**config.mk**
```make
export PLATFORM = sky130hd
export DESIGN_NAME = cpld_bank_wrsync
export DESIGN_NICKNAME = d
export VERILOG_FILES = /design/src/rtl/cpld_bank_wrsync.sv
export SDC_FILE = /design/constraint.sdc
export NUM_CORES = 1
export LEC_CHECK = 0
export CAP_MARGIN = 40
export CORE_ASPECT_RATIO = 1.25
export CORE_UTILIZATION = 44
export DETAILED_ROUTE_END_ITERATION = 10
export PLACE_DENSITY = 0.76
export SYNTH_ARGS = -nofsm -noshare
export SYNTH_HDL_FRONTEND = slang
export SYNTH_SLANG_ARGS = --single-unit
```
**constraint.sdc**
```tcl
create_clock -name clk -period 2.3 [get_ports clk]
set_clock_uncertainty 0.05 [all_clocks]
set_input_delay 0.575 -clock clk [delete_from_list [all_inputs] [get_ports clk]]
set_output_delay 0.575 -clock clk [all_outputs]
set_load 0.05 [all_outputs]
```
**src/rtl/cpld_bank_wrsync.sv**
```systemverilog
// Clocked front end for the 512K RAM expansion bank register: bus synchronisers, write glitch filter, INTACK rejection.
// Define BANK_READBACK_EN to add the data_out/data_oe I/O readback path.
module cpld_bank_wrsync #(
    parameter int SYNC_STAGES   = 2,
    parameter int FILTER_CYCLES = 2
) (
    input  logic       clk,
    input  logic       reset,
    input  logic       iorq_b,
    input  logic       m1_b,
    input  logic       wr_b,
    input  logic       rd_b,
    input  logic       adr15,
    input  logic [7:0] data,
    output logic [5:0] ramblock,
    output logic       blk_update,
    output logic       busy
`ifdef BANK_READBACK_EN
    ,
    output logic [7:0] data_out,
    output logic       data_oe
`endif
);

    typedef enum logic [1:0] {IDLE, ARMED, HOLD} state_t;

    localparam int          BW      = 13;
    localparam logic [BW-1:0] BUS_IDLE = {8'h00, 1'b0, 1'b1, 1'b1, 1'b1, 1'b1};
    localparam logic [2:0]  FILT    = 3'(FILTER_CYCLES);

    logic [BW-1:0] bus_raw;
    logic [BW-1:0] sync_q [SYNC_STAGES];
    logic [BW-1:0] bus_s;

    assign bus_raw = {data, adr15, rd_b, wr_b, m1_b, iorq_b};

    // NOTE: sequential state uses non-blocking assignments so every flop samples pre-edge values.
    always_ff @(posedge clk) begin
        if (reset) begin
            for (int i = 0; i < SYNC_STAGES; i++) begin
                sync_q[i] <= BUS_IDLE;
            end
        end else begin
            sync_q[0] <= bus_raw;
            for (int i = 1; i < SYNC_STAGES; i++) begin
                sync_q[i] <= sync_q[i-1];
            end
        end
    end

    assign bus_s = sync_q[SYNC_STAGES-1];

    logic       iorq_s, m1_s, wr_s, rd_s, adr15_s;
    logic [7:0] data_s;
    logic       qual_s;

    assign iorq_s  = bus_s[0];
    assign m1_s    = bus_s[1];
    assign wr_s    = bus_s[2];
    assign rd_s    = bus_s[3];
    assign adr15_s = bus_s[4];
    assign data_s  = bus_s[12:5];
    assign qual_s  = !iorq_s & m1_s & !wr_s & !adr15_s & data_s[7] & data_s[6];

    state_t     state_q, state_d;
    logic [2:0] cnt_q, cnt_d, cnt_inc;
    logic [5:0] cap_q, cap_d;
    logic [5:0] ramblock_q, ramblock_d;
    logic       blk_update_q, blk_update_d;

    assign cnt_inc = (cnt_q == 3'd7) ? 3'd7 : cnt_q + 3'd1;

    // NOTE: every always_comb output gets a default first, so no path can infer a latch.
    always_comb begin
        state_d      = state_q;
        cnt_d        = cnt_q;
        cap_d        = cap_q;
        ramblock_d   = ramblock_q;
        blk_update_d = 1'b0;
        case (state_q)
            IDLE: begin
                if (qual_s) begin
                    cap_d = data_s[5:0];
                    if (FILTER_CYCLES == 1) begin
                        ramblock_d   = data_s[5:0];
                        blk_update_d = 1'b1;
                        state_d      = HOLD;
                        cnt_d        = 3'd0;
                    end else begin
                        state_d = ARMED;
                        cnt_d   = 3'd1;
                    end
                end
            end
            ARMED: begin
                if (!qual_s) begin
                    state_d = IDLE;
                    cnt_d   = 3'd0;
                end else if (data_s[5:0] != cap_q) begin
                    cap_d = data_s[5:0];
                    cnt_d = 3'd1;
                end else if (cnt_inc == FILT) begin
                    ramblock_d   = cap_q;
                    blk_update_d = 1'b1;
                    state_d      = HOLD;
                    cnt_d        = 3'd0;
                end else begin
                    cnt_d = cnt_inc;
                end
            end
            HOLD: begin
                // One update per IORQ assertion: wait for the strobe to drop.
                if (iorq_s) begin
                    state_d = IDLE;
                end
            end
            default: begin
                state_d = IDLE;
                cnt_d   = 3'd0;
            end
        endcase
    end

    always_ff @(posedge clk) begin
        if (reset) begin
            state_q      <= IDLE;
            cnt_q        <= 3'd0;
            cap_q        <= 6'd0;
            ramblock_q   <= 6'd0;
            blk_update_q <= 1'b0;
        end else begin
            state_q      <= state_d;
            cnt_q        <= cnt_d;
            cap_q        <= cap_d;
            ramblock_q   <= ramblock_d;
            blk_update_q <= blk_update_d;
        end
    end

    assign ramblock   = ramblock_q;
    assign blk_update = blk_update_q;
    assign busy       = (state_q == ARMED) || (state_q == HOLD);

`ifdef BANK_READBACK_EN
    logic data_oe_q, data_oe_d;

    // A pending or held write owns the port, so readback is suppressed outside IDLE.
    assign data_oe_d = (state_q == IDLE) && !qual_s && !iorq_s && m1_s && !rd_s && !adr15_s;

    always_ff @(posedge clk) begin
        if (reset) begin
            data_oe_q <= 1'b0;
        end else begin
            data_oe_q <= data_oe_d;
        end
    end

    assign data_out = {2'b11, ramblock_q};
    assign data_oe  = data_oe_q;
`else
    logic unused_rd;
    assign unused_rd = rd_s;
`endif

endmodule

```
# Word level (Yosys, flattened, before mapping)
# Memories as Yosys holds them, arrays and structs flattened.
# Index checks and enable logic that the tools add are counted.
# Widths: inputs -> output; s select.
# op_classes
n_addsub	1
eq_ne	11
muxes	22
bitwise_logic	11
n_reduce_logical	11
# op_table
op	n
$mux 13	2
$mux 6	3
$mux 3	5
$pmux 6 s2	1
$reduce_and 4->1	3
$mux 2	5
$pmux 3 s3	1
$ne 2x2->1 const B	4
$ne 3x3->1 const B	2
$ne 6x6->1	1
$pmux 2 s3	1
$and 1x1->1	5
$mux 1	4
$not 1->1	4
$reduce_or 4->1	1
$add 3x1->3 const B	1
$eq 3x2->1 const B	1
$eq 3x3->1 const B	1
$logic_not 1->1	3
$eq 2x1->1 const B	1
$eq 2x2->1 const B	1
$logic_not 2->1	1
$or 1x1->1	2
$reduce_and 2->1	1
other kinds (2)	2
# totals
regBits	18
mem_bits_rw	26
input_bits	15
output_inout_bits	8
wordCells	62
mem_count	1
# memory_table
memory	words	width	rd	rd_clocked_by_memory_dff	wr	line_no	rtl
sync_q	2	13	2	0	2	32	logic [BW-1:0] sync_q [SYNC_STAGES];

# Logic depth before layout (Yosys ltp)
# logic_depth
depth_word	8
mapped_depth	6
ltp_nobuf	6

# Worst setup path after synthesis
# OpenSTA, ideal clock, no wires.
# synth_timing
path_type	register to register
startpoint	mem sync_q[1][0] (netlist: sync_q[0][13])
endpoint	reg cap_q[0]
arrival_time_ps	1763
t_required_ps	2178
setup_slack_ps	416
path_stages_with_launch	6
path_buffers	1
period_less_slack_ps	1884
cell_sequence	dfxtp_1 or4b_1 buf_2 or3_4 a31oi_4 mux2i_1
# synth_rtl
item	line_no	rtl
from (decl)	32	
to (signal assigned)	134	cap_q <= cap_d;
to (decl)	67	logic [5:0] cap_q, cap_d;

# Final worst setup path
# layout_timing
startpoint	reg ramblock_q[0] (netlist: ramblock[0])
endpoint	out ramblock[0]
# layout_rtl
item	line_no	rtl
from (decl)	68	logic [5:0] ramblock_q, ramblock_d;
from (signal assigned)	135	ramblock_q <= ramblock_d;
to (decl)	15	output logic [5:0] ramblock,
# No word-level cell between the ends.

==> impl_results.md <==
* Status: completed
* MaxCap Viol Count at 0
* Post-synth ARST share at 0%
* R2R depth at 5
* CTS tree: done
* Storage cell area at 841 sq um
* Final Non-Filler Cells at 223
* Total clock sinks at 42
* Sequential area share after synthesis at 52.0%
* Synthesis-to-finish area growth at 21.1%
* Post-synth EDFFs at 0
* Instance count on the critical path at 1
* Pleak at 0.741 nW
* Drt drc at 0
* GRT Overall Usage at 15.5%
* Antenna diode count at 0
* Die width at 56.2 um
* Slew @ Worst Pin at 0.662 ns
* CTS HTree Levels at 2
* Layout fillers at 318
* Flops & latches, synth at 42
* Cells after Synth at 158
* Initial antenna violation count at 0
* CP startpoint kind: flip-flop
* Setup Viol. Count Final at 0
* Yosys cell types at 34
* DP Area at 1870 sq um
* Tmin final at 2.07 ns
* Max incr delay on CP at 0.81 ns
* Critical Path Slowest Stage Cell: clkdlybuf4s50_1
* Prevailing post-synth register cell: dfxtp_1
* First-pass GRT wire length at 4.70 mm
* Multi-input gate area at 734 sq um
* CP Class: flip-flop to output port
* Cell family with most CP delay: buffers and inverters
* Routed WL at 2.68 mm
* Commonest non-fill, non-tap cell in the layout: dfxtp_1
* Tcrit/Tclk final at 90.0%
* Max Transition Viols Final at 0
* CP startpoint: ramblock[0]
* Mapped Avg Cell Area at 10.2 sq um
* Worst path required time at 1.67 ns
* CP Cell Sequence: clkdlybuf4s50_1
* Cell area power density at 709 nW/um^2
* Number of CTS-inserted buffers at 5
* Post-CTS setup buffer count at 0
* First-pass DRT Iterations at 4
* Skew-Pair Late Insertion Delay at 0.28 ns
* Worst endpoint data arrival time at 1.44 ns
* Crit path buf inv count at 1
* Grt ovf at 0
* Die Span Y at 69.8 um
* Worst r2r src: sync_q[0][13]
* CP endpoint kind: output port
* Slew headroom at 55.5%
* I/O pins at 23
* GPL Wtd Cong at 0.886
* Clock Pin Slew Worst Setup and Hold Paths at 0.08 ns
* PortBufs at 21
* Placed cells at 216
* Post-route ant nets at 0
* Core Area at 3510 sq um
* Die area at 3920 sq um
* FF-to-FF setup slack at 0.34 ns
* Synth Cell Area at 1620 sq um
* Root Driver: clkbuf_8
* Share of layout cells above drive strength 1 at 13.0%
* Hold Slack at 0.363 ns
* Most frequent cells in the layout: dfxtp_1 (42), nand2_1 (20), clkdlybuf4s50_1 (20), nor2b_1 (19), mux2i_1 (12)
* Largest net degree at the start of global routing at 25
* Number of global-route vias before repair at 1090
* Crit Path Max Fanout at 2
* Final hold vios at 0
* Worst Setup EP: ramblock[0]
* CTS resizes at 0
* Min-Delay Path Class: flip-flop to flip-flop
* HPWL after DPL at 1.99 mm
* Initial DRC count at 24
* Clock Tree Buf Depth at 2
* Post-layout nets at 202
* Initial Util at 46.0%
* RSZ-0062 raised after global routing: false
* Final Cell Area at 1960 sq um
* Setup_tns at 0 ns
* Worst R2R End: cnt_q[2]
* Row count at 24
* Syn_nets at 176
* Cts hold-fix bufs at 0
* Worst IR drop on VDD at 0.559 mV
* Vias/cell at 5.01
* Routed wire per std cell at 12.0 um
* Yosys Warn Count at 0
* Max frequency at 483 MHz
* Routed vias at 1117
synthesized netlist by cell type (2+ instances only):
master | number | area, sq um
a211oi_1 | 3 | 22.5
a31o_1 | 2 | 17.5
buf_2 | 2 | 10.0
clkbuf_1 | 3 | 11.3
dfxtp_1 | 42 | 841
ha_1 | 3 | 37.5
inv_1 | 3 | 11.3
mux2i_1 | 12 | 120
nand2_1 | 20 | 75.1
nand3_1 | 5 | 25.0
nand3b_1 | 2 | 15.0
nand4_1 | 3 | 18.8
nor2_1 | 7 | 26.3
nor2b_1 | 19 | 119
nor4_2 | 2 | 25.0
o22ai_1 | 2 | 12.5
or2_2 | 6 | 37.5
xor2_1 | 6 | 52.6
kinds of logic (layout without fill, tap and decap cells):
family                   count (synthesis)  count (layout)  share of synthesized area (%)
adder cells (fa/ha/maj)                  3               3                           2.32
XOR/XNOR                                 6               6                           3.25
AO/OA/AOI/OAI                           13              13                           6.73
AND/OR/NAND/NOR                         72              72                           25.0
buffers and inverters                    9              35                           2.55
multiplexers                            13              13                           8.13
flip-flops                              42              42                           52.0
worst min path at each step:
| stage | from | end | slack [ns] | cells after the start |
|---|---|---|---|---|
| floorplan | sync_q[0][0] | sync_q[0][13] | 0.34 | 1 |
| global placement | sync_q[0][0] | sync_q[0][13] | 0.34 | 1 |
| detailed placement | sync_q[0][2] | sync_q[0][15] | 0.34 | 1 |
| CTS | sync_q[0][2] | sync_q[0][15] | 0.36 | 1 |
| global route | sync_q[0][2] | sync_q[0][15] | 0.38 | 1 |
| finish | sync_q[0][2] | sync_q[0][15] | 0.36 | 1 |
registers in the layout, indices dropped and copies added (netlist names):
signal / cells
cnt_q: 3
cap_q: 6
state_q: 2
sync_q: 24
ramblock: 6
blk_update: 1
report_power, final:
| part | internal, mW | switching (mW) | total [mW] | leakage [nW] |
|---|---|---|---|---|
| Combinational | 0.0770 | 0.0922 | 0.169 | 0.361 |
| Sequential | 0.755 | 0.0167 | 0.772 | 0.344 |
| Clock | 0.207 | 0.240 | 0.447 | 0.0362 |
stage by stage:
stage / utilization, % / total power [mW] / setup slack [ns]
after CTS: 55.7 / 1.40 / 0.223
after detailed placement: 53.3 / 0.959 / 0.326
after floorplan: - / 0.905 / 0.416
after global placement: 53.3 / 0.952 / 0.395
after global routing: 55.7 / 1.46 / 0.186
final: 55.7 / 1.39 / 0.231
routing by layer:
| metal | routed length [um] | share of wire [%] | track usage (%) | vias up |
|---|---|---|---|---|
| met5 | 0 | 0 | 0 | - |
| met4 | 47 | 1.8 | 7.86 | 0 |
| met3 | 95 | 3.5 | 5.22 | 6 |
| met2 | 1390 | 52 | 27.1 | 26 |
| met1 | 1150 | 43 | 16.3 | 501 |
| li1 | - | - | - | 584 |
cell type report:
class,instances,share of cell area (%)
Tap cell,39,2.49
Sequential cell,42,43.0
Inverter,3,0.575
Clock buffer,5,3.52
Multi-Input combinational cell,107,37.5
Timing Repair Buffer,25,12.1
Clock inverter,2,0.767
No activity file was read; power rests on OpenSTA's default activity.
